`config.mk`:
```
export PLATFORM = sky130hd
export DESIGN_NAME = trb_write_ctrl
export DESIGN_NICKNAME = d
export VERILOG_FILES = /design/src/rtl/dtb_pkg.sv /design/src/rtl/trb_prio_enc.sv /design/src/rtl/trb_write_ctrl.sv
export SDC_FILE = /design/constraint.sdc
export NUM_CORES = 1
export LEC_CHECK = 0
export CORE_UTILIZATION = 41
export CTS_CLUSTER_SIZE = 8
export DETAILED_ROUTE_END_ITERATION = 10
export PLACE_DENSITY = 0.77
export RECOVER_POWER = 50
export SLEW_MARGIN = 20
export SYNTH_ARGS = -nofsm -noshare
export SYNTH_HDL_FRONTEND = slang
export SYNTH_SLANG_ARGS = --single-unit
export TNS_END_PERCENT = 1
```
`constraint.sdc`:
```
create_clock -name clk -period 2 [get_ports clk]
set_input_delay 0.3 -clock clk [delete_from_list [all_inputs] [get_ports clk]]
set_output_delay 0.3 -clock clk [all_outputs]
set_load 0.01 [all_outputs]
```
`src/rtl/dtb_pkg.sv`:
```
// Shared debug trace buffer types: trigger configuration, trigger status,
// default values and the write-controller FSM state encoding.
package dtb_pkg;

    localparam int TRB_DEPTH  = 32;
    localparam int TRB_WIDTH  = 32;
    localparam int TRB_ADDR_W = $clog2(TRB_DEPTH);
    localparam int TRB_POS_W  = $clog2(TRB_WIDTH);

    typedef struct packed {
        logic       trg_mode;        // 0: single event, 1: multiple events
        logic [3:0] trg_num_traces;  // extra events captured in mode 1
        logic [1:0] trg_delay;       // post-trigger length in quarters of DEPTH
    } config_t;

    typedef struct packed {
        logic                  trg_event;
        logic [TRB_POS_W-1:0]  event_pos;
        logic [TRB_ADDR_W-1:0] event_addr;
    } status_t;

    localparam config_t CONFIG_DEFAULT = '{trg_mode: 1'b0, trg_num_traces: 4'd0, trg_delay: 2'd3};
    localparam status_t STATUS_DEFAULT = '{trg_event: 1'b0, event_pos: '0, event_addr: '0};

    typedef enum logic [1:0] {
        ST_IDLE  = 2'd0,
        ST_ARMED = 2'd1,
        ST_POST  = 2'd2,
        ST_DONE  = 2'd3
    } trb_wr_state_t;

endpackage

```
`src/rtl/trb_prio_enc.sv`:
```
// Lowest-set-bit priority encoder: index of the least significant 1 in vec_i.
module trb_prio_enc #(
    parameter int WIDTH = 32,
    parameter int IW    = $clog2(WIDTH)
) (
    input  logic [WIDTH-1:0] vec_i,
    output logic [IW-1:0]    idx_o,
    output logic             valid_o
);

    // Scan from the top down so the lowest set bit is the last to win.
    always_comb begin
        idx_o   = '0;
        valid_o = |vec_i;
        for (int i = WIDTH - 1; i >= 0; i--) begin
            if (vec_i[i]) idx_o = IW'(i);
        end
    end

endmodule

```
`src/rtl/trb_write_ctrl.sv`:
```
// Trace buffer write controller: streams valid trace words into a BRAM ring,
// detects a trigger, captures a programmable number of post-trigger words and
// optionally re-arms for further events. Define DTB_EVENT_COUNTER_EN to add a
// saturating trigger event counter output evt_cnt_o.
module trb_write_ctrl
    import dtb_pkg::*;
#(
    parameter int DEPTH = TRB_DEPTH,
    parameter int WIDTH = TRB_WIDTH,
    parameter int AW    = $clog2(DEPTH)
) (
    input  logic             clk,
    input  logic             rst_ni,
    input  config_t          conf_i,
    input  logic             conf_valid_i,
    input  logic             arm_i,
    input  logic             stop_i,
    input  logic             data_valid_i,
    input  logic [WIDTH-1:0] data_i,
    input  logic [WIDTH-1:0] trigger_i,
    output logic             we_o,
    output logic [AW-1:0]    waddr_o,
    output logic [WIDTH-1:0] wdata_o,
    output status_t          status_o,
`ifdef DTB_EVENT_COUNTER_EN
    output logic [7:0]       evt_cnt_o,
`endif
    output logic             busy_o,
    output logic             done_o
);

    localparam int IW = $clog2(WIDTH);

    trb_wr_state_t    state_q, state_d;
    config_t          conf_q, conf_d;
    status_t          status_q, status_d;
    logic [AW-1:0]    ptr_q, ptr_d;
    logic [AW-1:0]    post_q, post_d;
    logic [4:0]       evts_q, evts_d;
    logic             we_q, we_d;
    logic [AW-1:0]    waddr_q, waddr_d;
    logic [WIDTH-1:0] wdata_q, wdata_d;
`ifdef DTB_EVENT_COUNTER_EN
    logic [7:0]       evt_cnt_q, evt_cnt_d;
`endif

    logic          accept, evt_end, trg_vld;
    logic [IW-1:0] trg_idx;
    logic [AW-1:0] p_words;

    trb_prio_enc #(.WIDTH(WIDTH)) u_prio_enc (
        .vec_i   (trigger_i),
        .idx_o   (trg_idx),
        .valid_o (trg_vld)
    );

    // Post-trigger length is a whole number of quarter-buffers, always < DEPTH.
    assign p_words = AW'(conf_q.trg_delay) * AW'(DEPTH / 4);

    // Next-state logic: writes, trigger capture, event sequencing and stop.
    always_comb begin
        state_d  = state_q;
        conf_d   = conf_q;
        status_d = status_q;
        ptr_d    = ptr_q;
        post_d   = post_q;
        evts_d   = evts_q;
        we_d     = 1'b0;
        waddr_d  = waddr_q;
        wdata_d  = wdata_q;
        evt_end  = 1'b0;
`ifdef DTB_EVENT_COUNTER_EN
        evt_cnt_d = evt_cnt_q;
`endif
        accept = data_valid_i && (state_q == ST_ARMED || state_q == ST_POST);
        // An accepted word is always written, even on the cycle stop_i aborts.
        if (accept) begin
            we_d    = 1'b1;
            waddr_d = ptr_q;
            wdata_d = data_i;
            ptr_d   = ptr_q + 1'b1;
        end
        if (stop_i) begin
            state_d = ST_IDLE;
        end else begin
            case (state_q)
                ST_IDLE, ST_DONE: begin
                    if (conf_valid_i) conf_d = conf_i;
                    if (arm_i) begin
                        ptr_d    = '0;
                        status_d = STATUS_DEFAULT;
                        evts_d   = '0;
                        state_d  = ST_ARMED;
`ifdef DTB_EVENT_COUNTER_EN
                        evt_cnt_d = '0;
`endif
                    end
                end
                ST_ARMED: begin
                    if (accept && trg_vld) begin
                        status_d.trg_event  = 1'b1;
                        status_d.event_pos  = TRB_POS_W'(trg_idx);
                        status_d.event_addr = TRB_ADDR_W'(ptr_q);
`ifdef DTB_EVENT_COUNTER_EN
                        if (evt_cnt_q != 8'hff) evt_cnt_d = evt_cnt_q + 8'd1;
`endif
                        if (p_words == '0) begin
                            evt_end = 1'b1;
                        end else begin
                            state_d = ST_POST;
                            post_d  = p_words;
                        end
                    end
                end
                ST_POST: begin
                    if (accept) begin
                        post_d = post_q - 1'b1;
                        if (post_q == AW'(1)) evt_end = 1'b1;
                    end
                end
                default: state_d = ST_IDLE;
            endcase
            // Mode 1 keeps re-arming until trg_num_traces+1 events are captured.
            if (evt_end) begin
                evts_d  = evts_q + 5'd1;
                state_d = (conf_q.trg_mode && (evts_q < {1'b0, conf_q.trg_num_traces}))
                          ? ST_ARMED : ST_DONE;
            end
        end
    end

    // State and output registers; reset aborts any capture at once.
    always_ff @(posedge clk or negedge rst_ni) begin
        if (!rst_ni) begin
            state_q  <= ST_IDLE;
            conf_q   <= CONFIG_DEFAULT;
            status_q <= STATUS_DEFAULT;
            ptr_q    <= '0;
            post_q   <= '0;
            evts_q   <= '0;
            we_q     <= 1'b0;
            waddr_q  <= '0;
            wdata_q  <= '0;
`ifdef DTB_EVENT_COUNTER_EN
            evt_cnt_q <= '0;
`endif
        end else begin
            state_q  <= state_d;
            conf_q   <= conf_d;
            status_q <= status_d;
            ptr_q    <= ptr_d;
            post_q   <= post_d;
            evts_q   <= evts_d;
            we_q     <= we_d;
            waddr_q  <= waddr_d;
            wdata_q  <= wdata_d;
`ifdef DTB_EVENT_COUNTER_EN
            evt_cnt_q <= evt_cnt_d;
`endif
        end
    end

    assign we_o     = we_q;
    assign waddr_o  = waddr_q;
    assign wdata_o  = wdata_q;
    assign status_o = status_q;
    assign busy_o   = (state_q == ST_ARMED) || (state_q == ST_POST);
    assign done_o   = (state_q == ST_DONE);
`ifdef DTB_EVENT_COUNTER_EN
    assign evt_cnt_o = evt_cnt_q;
`endif

endmodule

```
# == Word-level counts from Yosys, hierarchy flattened ==
# Index checks and enable logic that the tools add are counted.
# word_totals
reg_bits,73
latchBits,0
ramBits,0
mem_bits_ro,0
input_bits,77
out_inout_bits,51
word_cells,107
n_memories,0
# op_classes
addsub,3
multipliers,0
div_mod_pow,0
order_cmp,1
eq_ne,11
n_shift,0
muxes,60
bitwise,1
reduce_logical,18
# ops
operator,count
$mux 5,42
$reduce_or 32->1,1
$mux 11,2
$pmux 11 s2,1
$mux 2,6
$add 5x1->5 const B,2
$pmux 5 s2,1
$reduce_and 4->1,2
$reduce_bool 2->1,4
$mux 1,6
$ne 2x2->1 const B,3
$reduce_and 3->1,2
$eq 5x1->1 const B,1
$logic_not 5->1,1
$lt 5x4->1,1
$reduce_and 5->1,1
$sub 5x1->5 const B,1
$eq 2x2->1 const B,2
$ne 4x2->1 const B,1
$ne 4x3->1 const B,1
$ne 4x4->1 const B,1
$pmux 2 s2,1
$reduce_bool 4->1,1
$logic_and 1x1->1,3
7 further kinds,7

# == Logic depth before layout (Yosys ltp) ==
# Gate-level depths: netlist of run 1.
# depth
depth_word,34
mapped_depth,9
depth_no_buf,9

# == By module ==
# A second synthesis of run 1 with hierarchy kept.
# unflattened
hier_cells,397
area_unflattened_um2,3593.4
# modules_own_cells
module,n_inst,cells_per_inst,area_per_inst_um2,seq_area_each_um2
trb_write_ctrl,1,332,3208.1,1829.3
trb_prio_enc,1,65,385.4,0.0

# == Worst setup path before layout of run 1 ==
# No wires, ideal clock.
# synth_path
path_kind,register to register
from,register state_q[0]
to,register evts_q[2]
setup_ns,0.120
arrival_ns,2.083
t_required_ns,1.880
setup_slack_ns,-0.203
stages_incl_launch_ff,9
cell_sequence,dfrtp_1 inv_1 ha_1 inv_1 nand2_1 or3_1 o22ai_1 a21oi_1 a31o_2
# synth_via
elab_chain_len,9
elab_cells_between_ends,16
# synth_lines
item,line,text
from (decl),trb_write_ctrl.sv:34,"trb_wr_state_t state_q, state_d;"
from (signal assigned),trb_write_ctrl.sv:148,state_q <= state_d;
$eq 2x1->1 / $eq 2x2->1 (equally long branches),-,
$logic_or 1x1->1 *,-,
via busy_o,trb_write_ctrl.sv:28,"output logic busy_o,"
$logic_and 1x1->1 *,trb_write_ctrl.sv:75,accept = data_valid_i && (state_q == ST_ARMED || state_q == ST_POST);
$logic_and 1x1->1,trb_write_ctrl.sv:100,if (accept && trg_vld) begin
$mux 1,trb_write_ctrl.sv:100,
$pmux 1 s2 *,trb_write_ctrl.sv:86,case (state_q)
$mux 1 *,trb_write_ctrl.sv:83,if (stop_i) begin
$reduce_bool 2->1 (no source line),-,
$reduce_and 3->1 (no source line),-,
to (signal assigned),trb_write_ctrl.sv:153,evts_q <= evts_d;
to (decl),trb_write_ctrl.sv:39,"logic [4:0] evts_q, evts_d;"
# Mark *: on every way through the listed nets, which the timed path passes. The rest lies on a longest branch. The select of a mux whose other input is x is not followed.
# A chain may end at the register's enable or synchronous reset.

# == Worst setup path in the final report of run 1 ==
# layout_path
from,input trigger_i[26]
to,register post_q[2]
# layout_via
elab_chain_len,4
# layout_lines
item,line,text
from (decl),trb_write_ctrl.sv:20,"input logic [WIDTH-1:0] trigger_i,"
$reduce_or 32->1,trb_prio_enc.sv:14,valid_o = |vec_i;
$logic_and 1x1->1,trb_write_ctrl.sv:100,
$ne 2x1->1 (no source line),-,
$reduce_and 5->1 (no source line),-,
to (signal assigned),trb_write_ctrl.sv:152,post_q <= post_d;
to (decl),trb_write_ctrl.sv:38,"logic [AW-1:0] post_q, post_d;"
# No other way between the ends.

==> results.py, run 1 <==
metrics = {
    "timing": {
        "setup_viol": 0,
        "final-hold-violation-count": 0,
        "slew_headroom_pct": 15.5,
        "finalClockSkew_ns": 0.0116,
        "drv_slew": 0,
        "rsz0062_at_grt": "true",
        "tightest_slew_ns": 1.27,
        "fmax_mhz": 504,
        "tns_ns": 0,
        "post-route-min-period_ns": 1.98,
        "post-route-period-util_pct": 99.2,
    },
    "finish": {
        "final_common_cell": "nand2_1",
        "area_growth_pct": 60.2,
        "final_cell_mix": "145 x nand2_1, 84 x clkdlybuf4s50_1, 70 x dfrtp_1, 62 x buf_4, 24 x nor2_1",
        "layoutNonFillerInstCount": 706,
        "fillCellCount": 675,
        "drive_above_1_share_pct": 20.6,
        "antennaDiodeCount": 0,
        "finalNetCount": 683,
    },
    "job": {
        "cap_violations": 0,
    },
    "clock_tree": {
        "cts_made_buffers": 9,
        "cts_tree": "built",
        "clk_path_buf_depth": 2,
        "h-tree-depth": 3,
        "root_buffer": "clkbuf_8",
        "clkLatencyLatePin_ns": 0.35,
        "clkSinkCount": 73,
        "clk_pin_slew_ns": 0.08,
    },
    "logic_synthesis": {
        "synth_area_leaders": "dfrtp_1 49%, nand2_1 15%, ha_1 3.5%",
        "synth_area_um2": 3610,
        "yosysWarnings": 0,
        "synth_nets": 491,
        "synthArstFlopShare_pct": 100,
        "synth_edf_count": 0,
        "syn-instance-count": 404,
        "synth_ff_type": "dfrtp_1",
        "yosysTopAreaCellShare_pct": 49.2,
        "avgSynthCellArea_um2": 8.94,
        "post_synth_num_cell_types": 46,
        "yosysTopAreaCell": "dfrtp_1",
        "ys_seq_area_share_pct": 50.7,
        "ys_ff_latch": 73,
    },
    "detailed_routing": {
        "detail_route.vias_per_cell": 5.14,
        "first_pass_iters": 5,
        "detail_route.wl_per_cell_um": 13.9,
        "vias": 3629,
        "drc_errors": 0,
        "drt_iter0_drc": 140,
        "finalWirelength_um": 9800,
        "antenna_left": 0,
    },
    "power_and_ir_drop": {
        "power_w": 0.00503,
        "p_seq_share_pct": 42.2,
        "p_sw_w": 0.00164,
        "p_int_w": 0.00340,
        "cellLeakagePower_nw": 2.77,
        "swShare_pct": 32.5,
        "pwr-share-clk_pct": 23.6,
        "power.density_nw_per_um2": 870,
        "peakVddDrop_uv": 445,
        "comb_power_share_pct": 34.2,
    },
    "critical_path": {
        "startpoint_type": "primary input",
        "cp-startpoint": "trigger_i[26]",
        "criticalPathCategory": "in -> reg",
        "worstSetupEndpointType": "register",
        "rrSetupSlack_ns": 0.02,
        "cp.arrival_ns": 2.21,
        "regToRegStartpoint": "state_q[0]$_DFFE_PN0P_",
        "r2r_cells": 6,
        "cp_max_fo": 6,
        "cp_data_required_time_ns": 2.22,
        "critPathCapture": "post_q[2]$_DFFE_PN0P_",
        "timing.rr.end": "status_o[9]$_DFFE_PN0P_",
    },
    "min_path": {
        "hold_depth": 3,
        "hp-class": "in -> reg",
    },
    "place": {
        "dp_hpwl_um": 7110,
        "port_buffers": 127,
        "gp_congestion": 0.800,
        "dp.cells": 683,
    },
    "global_routing": {
        "grt_max_degree": 51,
        "grt_pass1_vias": 3514,
        "track_usage_pct": 21.6,
        "grt_pass1_wl_um": 15400,
        "antenna_found_initial": 0,
        "grt_overflow_total": 0,
    },
    "floorplan": {
        "rows": 33,
        "io_pins": 128,
        "dieArea_um2": 9190,
        "die_w_um": 95.8,
        "fp.coreArea_um2": 8380,
        "start_util_pct": 43.1,
        "die_h_um": 95.8,
    },
    "status": {
        "status": "complete, no violations",
    },
}
[repair_timing]
action | CTS | global route
pin swaps | 14 | 10
resized for setup | 29 | 26
setup endpoints to repair | 26 | 22
buffers inserted | 1 | 5
hold buffers | 1 | 0
hold endpoints to repair | 11 | 0
[worst min path at each step]
| stage | from | endpoint |
|---|---|---|
| after floorplan | rst_ni | conf_q[2]$_DFFE_PN0P_ |
| after global placement | rst_ni | conf_q[6]$_DFFE_PN0P_ |
| after detailed placement | rst_ni | post_q[4]$_DFFE_PN0P_ |
| after CTS | data_i[30] | wdata_o[30]$_DFFE_PN0P_ |
| after global routing | data_i[19] | wdata_o[19]$_DFFE_PN0P_ |
| final | data_i[15] | wdata_o[15]$_DFFE_PN0P_ |
[worst max-delay path, stage by stage]
cell and delay (ns):
dlygate4sd2_1 0.25, or4_4 0.56, nor4_4 0.35, and4_4 0.34
o21ai_4 0.10, buf_6 0.14, nand4_1 0.06, o221ai_1 0.11
[per-stage QoR]
step / instance area, um2 / setup WS, ns / utilization, % / hold slack (ns)
5_1_grt: 5790 / -0.0492 / 69.0 / 0.474
2_1_floorplan: 3630 / -0.0208 / - / 0.00441
6_report: 5790 / 0.0153 / 69.0 / 0.470
3_3_place_gp: 5450 / -0.594 / 65.0 / 0.373
3_5_place_dp: 5450 / -0.653 / 65.0 / 0.376
4_1_cts: 5690 / -0.0514 / 67.9 / 0.460
[per-layer routing]
metal	vias up	track usage, %	share of wire, %	wire length (um)
met1	1732	26.1	42	4130
li1	1764	-	-	-
met5	-	0	0	0
met2	112	38.2	51	4980
met4	0	8.58	2.2	213
met3	21	3.95	4.9	478
[cells in the mapped netlist (6+ instances only)]
master    instances
mux2_2            7
o21ai_0          18
nand4_1           6
nand2_1         146
nor2_1           24
a21oi_1          12
clkbuf_1         11
nand3_1           7
nor3_1            7
dfrtp_1          71
ha_1             10
inv_1            17
[layout make-up]
cell class / instances / area, um2 / share of cell area, %
flip-flops and latches: 73 / 1830 / 31.6
repair buffers: 194 / 1780 / 30.7
multi-input cells: 300 / 1770 / 30.6
well taps: 105 / 131 / 2.27
clock buffers: 9 / 124 / 2.14
clock inverters: 7 / 78.8 / 1.36
inverters: 18 / 75.1 / 1.30
[power groups by stage]
stage	clock (W)	sequential [W]	combinational [W]
finish	0.00119	0.00212	0.00172
global route	0.00127	0.00218	0.00190
CTS	0.00121	0.00213	0.00176
detailed placement	0	0.00215	0.00175
global placement	0	0.00213	0.00169
floorplan	0	0.00225	0.000553
[cells by family (layout without fill, tap and decap cells)]
family	count (synthesis)	count (layout)	share of synthesized area, %
mux	12	12	3.57
fa+ha+maj	10	10	3.47
simple gates	221	221	27.7
flops	73	73	50.7
buf+inv	31	228	3.33
xor+xnor	3	3	0.728
compound gates	54	54	10.5
[state kept, by name, summed over array words and instances (netlist names)]
signal,flops
wdata_o,32
status_o,11
conf_q,7
evts_q,5
post_q,5
ptr_q,5
waddr_o,5
state_q,2
we_o,1
(Power assumes the default switching activity.)
==> run 2, diff against run 1 <==
--- a/config.mk
+++ b/config.mk
@@ -10,6 +10,7 @@
 export DETAILED_ROUTE_END_ITERATION = 10
 export PLACE_DENSITY = 0.77
 export RECOVER_POWER = 50
+export SETUP_SLACK_MARGIN = 0.05
 export SLEW_MARGIN = 20
 export SYNTH_ARGS = -nofsm -noshare
 export SYNTH_HDL_FRONTEND = slang
==> run 2 against run 1 <==
Effect of this change: first-iteration DRC count down 10%; sequential cell count unchanged; sequential share of layout area decreased by 0.14 points; cell area is 0.43% higher; power about the same; global-route usage did not move; register-to-register slack hardly changed; setup slack gained 0.010 ns; sequential power about the same; critical path depth fell by 2; maximum frequency is 0.53% higher; cell count increased by 0.14%; critical endpoint is now status_o[9]$_DFFE_PN0P_.
==> results.py, run 2 (synthesis results as in run 1) <==
metrics = {
    "floorplan": {
        "io_pins": 128,
        "dieArea_um2": 9190,
        "start_util_pct": 43.1,
        "die_h_um": 95.8,
        "fp.coreArea_um2": 8380,
        "rows": 33,
        "die_w_um": 95.8,
    },
    "detailed_routing": {
        "dr_wl_met3_um": 441,
        "vias": 3603,
        "antenna_left": 0,
        "top_layer": "met4",
        "detail_route.wl_per_cell_um": 14.0,
        "wl_met1_um": 4160,
        "detail_route.vias_per_cell": 5.10,
        "drc_errors": 0,
        "first_pass_iters": 6,
        "finalWirelength_um": 9880,
        "dr_wl_met2_um": 5100,
        "drt_iter0_drc": 126,
    },
    "place": {
        "gp_congestion": 0.800,
        "port_buffers": 127,
        "dp.cells": 683,
        "pre_cts_slack_ns": -0.653,
        "dp_hpwl_um": 7110,
    },
    "finish": {
        "area_growth_pct": 60.9,
        "drive_above_1_share_pct": 22.1,
        "final_cell_mix": "143 x nand2_1, 81 x clkdlybuf4s50_1, 70 x dfrtp_1, 62 x buf_4, 25 x dlygate4sd3_1",
        "finish.utilization_pct": 69.3,
        "final_common_cell": "nand2_1",
        "layoutNonFillerInstCount": 707,
        "fillCellCount": 666,
        "largest_reg_flops": 32,
        "antennaDiodeCount": 0,
        "finalNetCount": 684,
    },
    "critical_path": {
        "cp_max_fo": 4,
        "worstSetupEndpointType": "register",
        "cp_data_required_time_ns": 2.28,
        "startpoint_type": "register",
        "cp.arrival_ns": 2.25,
        "r2r_cells": 6,
        "rrSetupSlack_ns": 0.03,
        "criticalPathCategory": "reg -> reg",
    },
    "timing": {
        "rsz0062_at_grt": "true",
        "fmax_mhz": 507,
        "setup_viol": 0,
        "post-route-min-period_ns": 1.97,
        "tns_ns": 0,
        "tightest_slew_ns": 1.27,
        "setup_ws_ns": 0.0257,
        "drv_slew": 0,
        "post-route-period-util_pct": 98.7,
        "slew_headroom_pct": 15.4,
        "finalClockSkew_ns": 0.0115,
        "final-hold-violation-count": 0,
    },
    "min_path": {
        "hp-class": "in -> reg",
        "hold_depth": 3,
    },
    "clock_tree": {
        "h-tree-depth": 3,
        "clk_path_buf_depth": 2,
        "cts_made_buffers": 9,
        "root_buffer": "clkbuf_8",
        "cts_tree": "built",
        "clk_pin_slew_ns": 0.08,
        "clkSinkCount": 73,
        "clkLatencyLatePin_ns": 0.35,
    },
    "global_routing": {
        "antenna_found_initial": 0,
        "track_usage_pct": 21.6,
        "grt_max_degree": 51,
        "grt_overflow_total": 0,
        "grt_pass1_wl_um": 15400,
        "grt_pass1_vias": 3512,
    },
    "power_and_ir_drop": {
        "peakVddDrop_uv": 445,
        "power_w": 0.00503,
        "cellLeakagePower_nw": 2.79,
        "power.density_nw_per_um2": 866,
    },
    "job": {
        "cap_violations": 0,
    },
    "status": {
        "status": "complete, no violations",
    },
}
run 2: changes by cell type in the layout (fill, tap and decap cells not counted), sizes merged:
cell and delta:
clkdlybuf4s50 -3, dlygate4sd2 -6, buf +1, clkdlybuf4s15 +2
dlygate4sd3 +3, clkbuf +4
run 2: metrics by stage:
| stage | instance area (um2) | hold slack, ns |
|---|---|---|
| floorplan | 3630 | 0.00441 |
| global placement | 5450 | 0.373 |
| detailed placement | 5450 | 0.376 |
| CTS | 5700 | 0.460 |
| global route | 5810 | 0.474 |
| finish | 5810 | 0.474 |
run 2: repair_timing:
action                                  4_1_cts  5_1_grt
gates cloned                                  0        0
hold endpoints to repair                     11        0
hold buffers                                  1        0
gates resized for setup                      31       41
pin swaps                                    15       19
endpoints found under the setup margin       26       24
buffers inserted                              1        6
run 2: layer usage:
metal	vias up	track usage (%)
li1	1765	-
met1	1733	26.1
met2	91	38.2
met3	14	3.95
met4	0	8.58
met5	-	0
run 2: final timing paths:
kind	start	endpoint
hold / removal	data_i[15]	wdata_o[15]$_DFFE_PN0P_
setup reg to reg	state_q[0]$_DFFE_PN0P_	status_o[9]$_DFFE_PN0P_
hold reg to reg	wdata_o[26]$_DFFE_PN0P_	wdata_o[26]$_DFFE_PN0P_
min in group asynchronous	rst_ni	conf_q[4]$_DFFE_PN0P_
setup / recovery	state_q[0]$_DFFE_PN0P_	status_o[9]$_DFFE_PN0P_
max in group asynchronous	rst_ni	wdata_o[8]$_DFFE_PN0P_
run 2: cell type report:
class	count	area, um2	area share [%]
tap	105	131	2.26
multi-input combinational	300	1790	30.9
clock inverter	7	78.8	1.36
clock buffer	9	124	2.13
sequential	73	1830	31.5
timing repair buffer	195	1780	30.6
inverter	18	75.1	1.29
run 2: power by group:
| group | switching (W) | internal (W) |
|---|---|---|
| clock network | 0.000596 | 0.000589 |
| registers | 0.000248 | 0.00187 |
| logic | 0.000793 | 0.000931 |
run 2: worst max-delay path, cell delays in order, from the launching register on:
cell      delay, ns
dfrtp_1        0.41
buf_4          0.15
ha_4           0.15
nand2b_1       0.09
or4_4          0.43
or4_2          0.57
o21ai_2        0.12
==> run 3, diff against run 2 <==
--- a/config.mk
+++ b/config.mk
@@ -5,10 +5,13 @@
 export SDC_FILE = /design/constraint.sdc
 export NUM_CORES = 1
 export LEC_CHECK = 0
-export CORE_UTILIZATION = 41
+export CORE_ASPECT_RATIO = 0.5
+export CORE_MARGIN = 8
+export CORE_UTILIZATION = 50
 export CTS_CLUSTER_SIZE = 8
 export DETAILED_ROUTE_END_ITERATION = 10
-export PLACE_DENSITY = 0.77
+export DONT_BUFFER_PORTS = 1
+export PLACE_DENSITY = 0.68
 export RECOVER_POWER = 50
 export SETUP_SLACK_MARGIN = 0.05
 export SLEW_MARGIN = 20
==> run 3 against run 2 <==
Effect of this change: the run now ends with negative hold slack left; setup slack better by 0.013 ns; largest power group unchanged; worst hold slack worse by 0.81 ns; combinational power is 56% lower; cell count shrank 24%; critical path depth grew 2; highest routed layer unchanged; largest cell class unchanged; first-iteration DRC count increased by 130%.
==> results.py, run 3 (synthesis results as in run 1) <==
metrics = {
    "floorplan": {
        "die_w_um": 136,
        "dieArea_um2": 10400,
        "fp.coreArea_um2": 7160,
        "die_h_um": 76.1,
        "io_pins": 128,
        "rows": 22,
        "start_util_pct": 50.5,
    },
    "power_and_ir_drop": {
        "power.density_nw_per_um2": 1100,
        "peakVddDrop_uv": 814,
        "cellLeakagePower_nw": 2.09,
        "power_w": 0.00480,
    },
    "timing": {
        "post-route-period-util_pct": 98.1,
        "fin_hold_ws_ns": -0.334,
        "post-route-min-period_ns": 1.96,
        "fmax_mhz": 510,
        "tns_ns": 0,
        "setup_viol": 0,
        "final-hold-violation-count": 73,
        "rsz0062_at_grt": "true",
        "drv_slew": 0,
        "slew_headroom_pct": 72.7,
        "tightest_slew_ns": 0.399,
        "finalClockSkew_ns": 0.00435,
    },
    "job": {
        "cap_violations": 0,
    },
    "detailed_routing": {
        "drc_errors": 0,
        "detail_route.vias_per_cell": 5.55,
        "detail_route.wl_per_cell_um": 17.6,
        "vias": 2979,
        "first_pass_iters": 4,
        "drt_iter0_drc": 290,
        "finalWirelength_um": 9440,
        "antenna_left": 0,
    },
    "critical_path": {
        "regToRegStartpoint": "state_q[0]$_DFFE_PN0P_",
        "startpoint_type": "register",
        "timing.rr.end": "post_q[3]$_DFFE_PN0P_",
        "rrSetupSlack_ns": 0.04,
        "cp.arrival_ns": 2.16,
        "cp_max_fo": 5,
        "cp_data_required_time_ns": 2.20,
        "r2r_cells": 8,
        "criticalPathCategory": "reg -> reg",
        "worstSetupEndpointType": "register",
    },
    "min_path": {
        "hp-class": "in -> async",
    },
    "place": {
        "gp_congestion": 0.835,
        "dp.cells": 514,
        "port_buffers": 0,
        "dp_hpwl_um": 7050,
    },
    "clock_tree": {
        "clkSinkCount": 73,
        "clk_path_buf_depth": 2,
        "h-tree-depth": 3,
        "cts_tree": "built",
        "clk_pin_slew_ns": 0.06,
        "root_buffer": "clkbuf_16",
        "cts_made_buffers": 9,
        "clkLatencyLatePin_ns": 0.33,
    },
    "finish": {
        "final_common_cell": "nand2_1",
        "layoutNonFillerInstCount": 537,
        "largest_reg_flops": 32,
        "fillCellCount": 619,
        "area_growth_pct": 20.9,
        "finalNetCount": 523,
        "drive_above_1_share_pct": 19.3,
        "antennaDiodeCount": 0,
        "final_cell_mix": "145 x nand2_1, 71 x dfrtp_1, 32 x buf_4, 24 x nor2_1, 17 x o21ai_0",
    },
    "global_routing": {
        "track_usage_pct": 18.4,
        "grt_pass1_vias": 2951,
        "antenna_found_initial": 0,
        "grt_pass1_wl_um": 15300,
        "grt_max_degree": 74,
        "grt_overflow_total": 0,
    },
    "status": {
        "status": "finished, violations left",
        "violations": "negative hold slack",
    },
}
-- run 3: power breakdown --
group	switching (W)	total, W	internal, W
clock	0.000607	0.00170	0.00109
sequential	0.000463	0.00234	0.00188
combinational	0.000417	0.000756	0.000339
-- run 3: worst max-delay path by stage --
stage	slack, ns	start	depth (start not counted)	endpoint
floorplan	-0.02	trigger_i[22]	7	status_o[6]$_DFFE_PN0P_
global placement	-0.13	trigger_i[22]	6	state_q[1]$_DFFE_PN0P_
detailed placement	-0.18	trigger_i[22]	6	state_q[1]$_DFFE_PN0P_
CTS	0.04	state_q[1]$_DFFE_PN0P_	6	status_o[9]$_DFFE_PN0P_
global route	-0.02	state_q[0]$_DFFE_PN0P_	8	post_q[3]$_DFFE_PN0P_
finish	0.04	state_q[0]$_DFFE_PN0P_	8	post_q[3]$_DFFE_PN0P_
-- run 3: through the flow --
step	hold WS (ns)	setup slack [ns]	utilization [%]	instance area, um2
6_report	-0.334	0.0387	61.0	4360
5_1_grt	-0.354	-0.0219	61.0	4360
4_1_cts	-0.349	0.0411	60.3	4320
3_5_place_dp	0.00669	-0.177	54.7	3910
3_3_place_gp	0.00691	-0.130	54.7	3910
2_1_floorplan	0.00441	-0.0208	-	3630
-- run 3: repair_timing --
| action | CTS | global route |
|---|---|---|
| setup endpoints to repair | 10 | 16 |
| gates resized for setup | 5 | 9 |
| buffers inserted | 6 | 1 |
| endpoints found under the hold margin | 73 | 73 |
| pin swaps | 2 | 1 |
-- run 3: routing by layer --
layer	GRT usage [%]	routed length [um]	up-vias
met4	5.88	104	0
met5	0	0	-
li1	-	-	1440
met1	24.7	4180	1404
met2	26.4	4130	122
met3	7.17	1020	13
-- run 3: area by class of cell --
class / count / area, um2 / area share [%]
multi-input cells: 300 / 1750 / 40.0
clock buffers: 9 / 225 / 5.16
repair buffers: 34 / 280 / 6.42
well taps: 96 / 120 / 2.75
inverters: 18 / 68.8 / 1.58
clock inverters: 7 / 95.1 / 2.18
flip-flops and latches: 73 / 1830 / 41.9
-- run 3: worst max-delay path: stages (launching register included) --
cell	delay, ns
dfrtp_1	0.39
inv_2	0.09
ha_4	0.21
inv_2	0.07
nand2_4	0.08
or3_4	0.38
o21ai_4	0.28
mux2i_1	0.23
nand3_1	0.09
==> RTL edit (flow settings as in run 2) <==
Change the package constant `TRB_DEPTH` from 32 to 16.
--- a/src/rtl/dtb_pkg.sv
+++ b/src/rtl/dtb_pkg.sv
@@ -3,5 +3,5 @@
 package dtb_pkg;
 
-    localparam int TRB_DEPTH  = 32;
+    localparam int TRB_DEPTH  = 16;
     localparam int TRB_WIDTH  = 32;
     localparam int TRB_ADDR_W = $clog2(TRB_DEPTH);
Interface: changed (resized status_o and waddr_o); port bits go from 128 to 126. The function was not compared with the original's and may differ.
==> RTL edit against run 2 <==
- count of clock-buffer cells in the layout stayed put
- total power is 6.0% lower
- routed wire length is 4.1% lower
- first-iteration DRC count is 13% higher
- global-route usage is 0.62 points higher
- area after synthesis is 6.1% lower
- cell count is 7.2% lower
- sequential cell count is 4 lower
- final area is 7.0% lower
- fmax is 1.5% higher
- setup slack better by 29 ps
- clock power is 11% higher
- via count is 9.3% lower
==> RTL edit: results <==
metrics = {
    "synthesis": {
        "most_common_library_cells_after_synthesis": "129 x nand2_1, 67 x dfrtp_1, 28 x nor2_1",
        "synthesis.area_per_instance_um2": 9.066,
        "count_of_cell_types_in_the_netlist": 53,
        "seq_area_frac_synth_pct": 51.00,
        "mappedNetlistNets": 461,
        "netlist_top_cells_area": "dfrtp_1 49%, nand2_1 14%, ha_1 3.7%",
    },
    "worst_setup_path": {
        "regToRegStartpoint": "state_q[1]",
        "critPathMaxStageDelay_ps": 480,
        "crit_path_top_delay_cell": "or4b_1",
        "worstPathMaxFanout": 6,
        "reg2reg_depth": 7,
        "reg2reg_slack_ps": 50,
        "crit_arrival_ps": 2230,
    },
    "global_route": {
        "first_global_vias": 3378,
        "wire_length_of_the_first_global_routing_pass_um": 15010,
        "track_usage_pct": 22.27,
    },
    "final_layout": {
        "syn2layout_area_growth_pct": 59.37,
        "layout.filler_cells": 639,
        "insertedDiodeCount": 0,
        "fin_nets": 636,
        "final_layout_size_suffix_gt1_share_pct": 17.51,
        "instances_no_fill": 656,
    },
    "placed_design": {
        "placed_area_um2": 5115,
        "gp_congestion": 0.8778,
        "port_buffers": 125,
        "detailedPlacementHpwl_um": 6751,
    },
    "power_and_ir_drop": {
        "vdd_ir_drop_max_uv": 670.6,
        "leakagePower_nw": 2.508,
    },
    "worst_hold_path": {
        "hold_path_class": "in2reg",
    },
    "route": {
        "routed_wirelength_um": 9476,
        "vias_per_cell": 4.980,
        "drt-initial-drc-count": 142,
        "dr.pass1.iters": 4,
    },
    "status": {
        "status": "finished, final reports clean",
    },
    "sta": {
        "worstMarginPinSlew_ps": 935.9,
        "skew_ps": 14.82,
    },
}
-- RTL edit: changes by cell type in the layout (fill, tap and decap cells not counted), moves of 7 or more --
cell / run 2 / this run
dlygate4sd3_1: 25 / 15
clkbuf_2: 7 / 0
clkdlybuf4s50_1: 81 / 109
buf_4: 62 / 46
nand2_1: 143 / 128
dlygate4sd2_1: 9 / 1
-- RTL edit: layout make-up --
class / count / area share, %
clock buffer: 9 / 2.292
clock inverter: 7 / 1.922
inverter: 19 / 1.412
multi-input combinational: 276 / 29.89
sequential: 69 / 32.00
tap: 102 / 2.362
timing repair buffer: 174 / 30.12
-- RTL edit: worst max-delay path, delay by kind of cell, from the launching register on --
| family | cells | cell delay, ps |
|---|---|---|
| buf+inv | 1 | 80 |
| fa+ha+maj | 1 | 280 |
| flops | 1 | 460 |
| simple gates | 3 | 660 |
| compound gates | 2 | 420 |
-- RTL edit: logic make-up (layout without fill, tap and decap cells) --
family / Yosys count / after routing / synth area share, %
AOI/OAI and AO/OA: 60 / 61 / 12.81
muxes: 7 / 7 / 2.325
adders and majority gates: 10 / 10 / 3.690
DFF: 69 / 69 / 51.00
buffers and inverters: 30 / 209 / 3.358
xor gates and xnor gates: 5 / 5 / 1.292
and+or+nand+nor: 193 / 193 / 25.54
-- RTL edit: where the power goes --
| part | switching, W | internal, W | total, W |
|---|---|---|---|
| registers | 0.000202 | 0.00173 | 0.00193 |
| clock network | 0.000587 | 0.000722 | 0.00131 |
| logic | 0.000675 | 0.000816 | 0.00149 |
-- RTL edit: how the worst min path moves through the flow --
stage / start / end / slack (ps) / depth (start not counted)
floorplan: rst_ni / conf_q[2] / 4 / 0
global placement: rst_ni / wdata_o[5] / 350 / 2
detailed placement: rst_ni / wdata_o[13] / 350 / 2
CTS: data_i[1] / wdata_o[1] / 450 / 3
global route: data_i[27] / wdata_o[27] / 460 / 3
finish: data_i[1] / wdata_o[1] / 460 / 3
-- RTL edit: per-layer routing --
layer | track usage [%] | up-vias | routed length (um)
li1 | - | 1619 | -
met1 | 26.53 | 1504 | 3920
met2 | 36.95 | 126 | 4571
met3 | 7.143 | 18 | 800
met4 | 9.359 | 0 | 183
met5 | 0 | - | 0
-- RTL edit: repair_timing --
item | CTS | global route
cloned | 0 | 1
pin swaps | 0 | 2
endpoints found under the setup margin | 3 | 18
buffers inserted | 1 | 0
gates resized for setup | 2 | 10
hold buffers | 1 | 0
endpoints found under the hold margin | 67 | 0
-- RTL edit: stage by stage --
stage	setup WS (ps)	hold slack (ps)	setup TNS (ps)
after floorplan	83.12	4.409	0
after global placement	-236.9	351.0	-4032
after detailed placement	-306.9	351.6	-5374
after CTS	36.78	451.3	0
after global routing	-25.80	462.9	-172.2
final	54.69	463.3	0
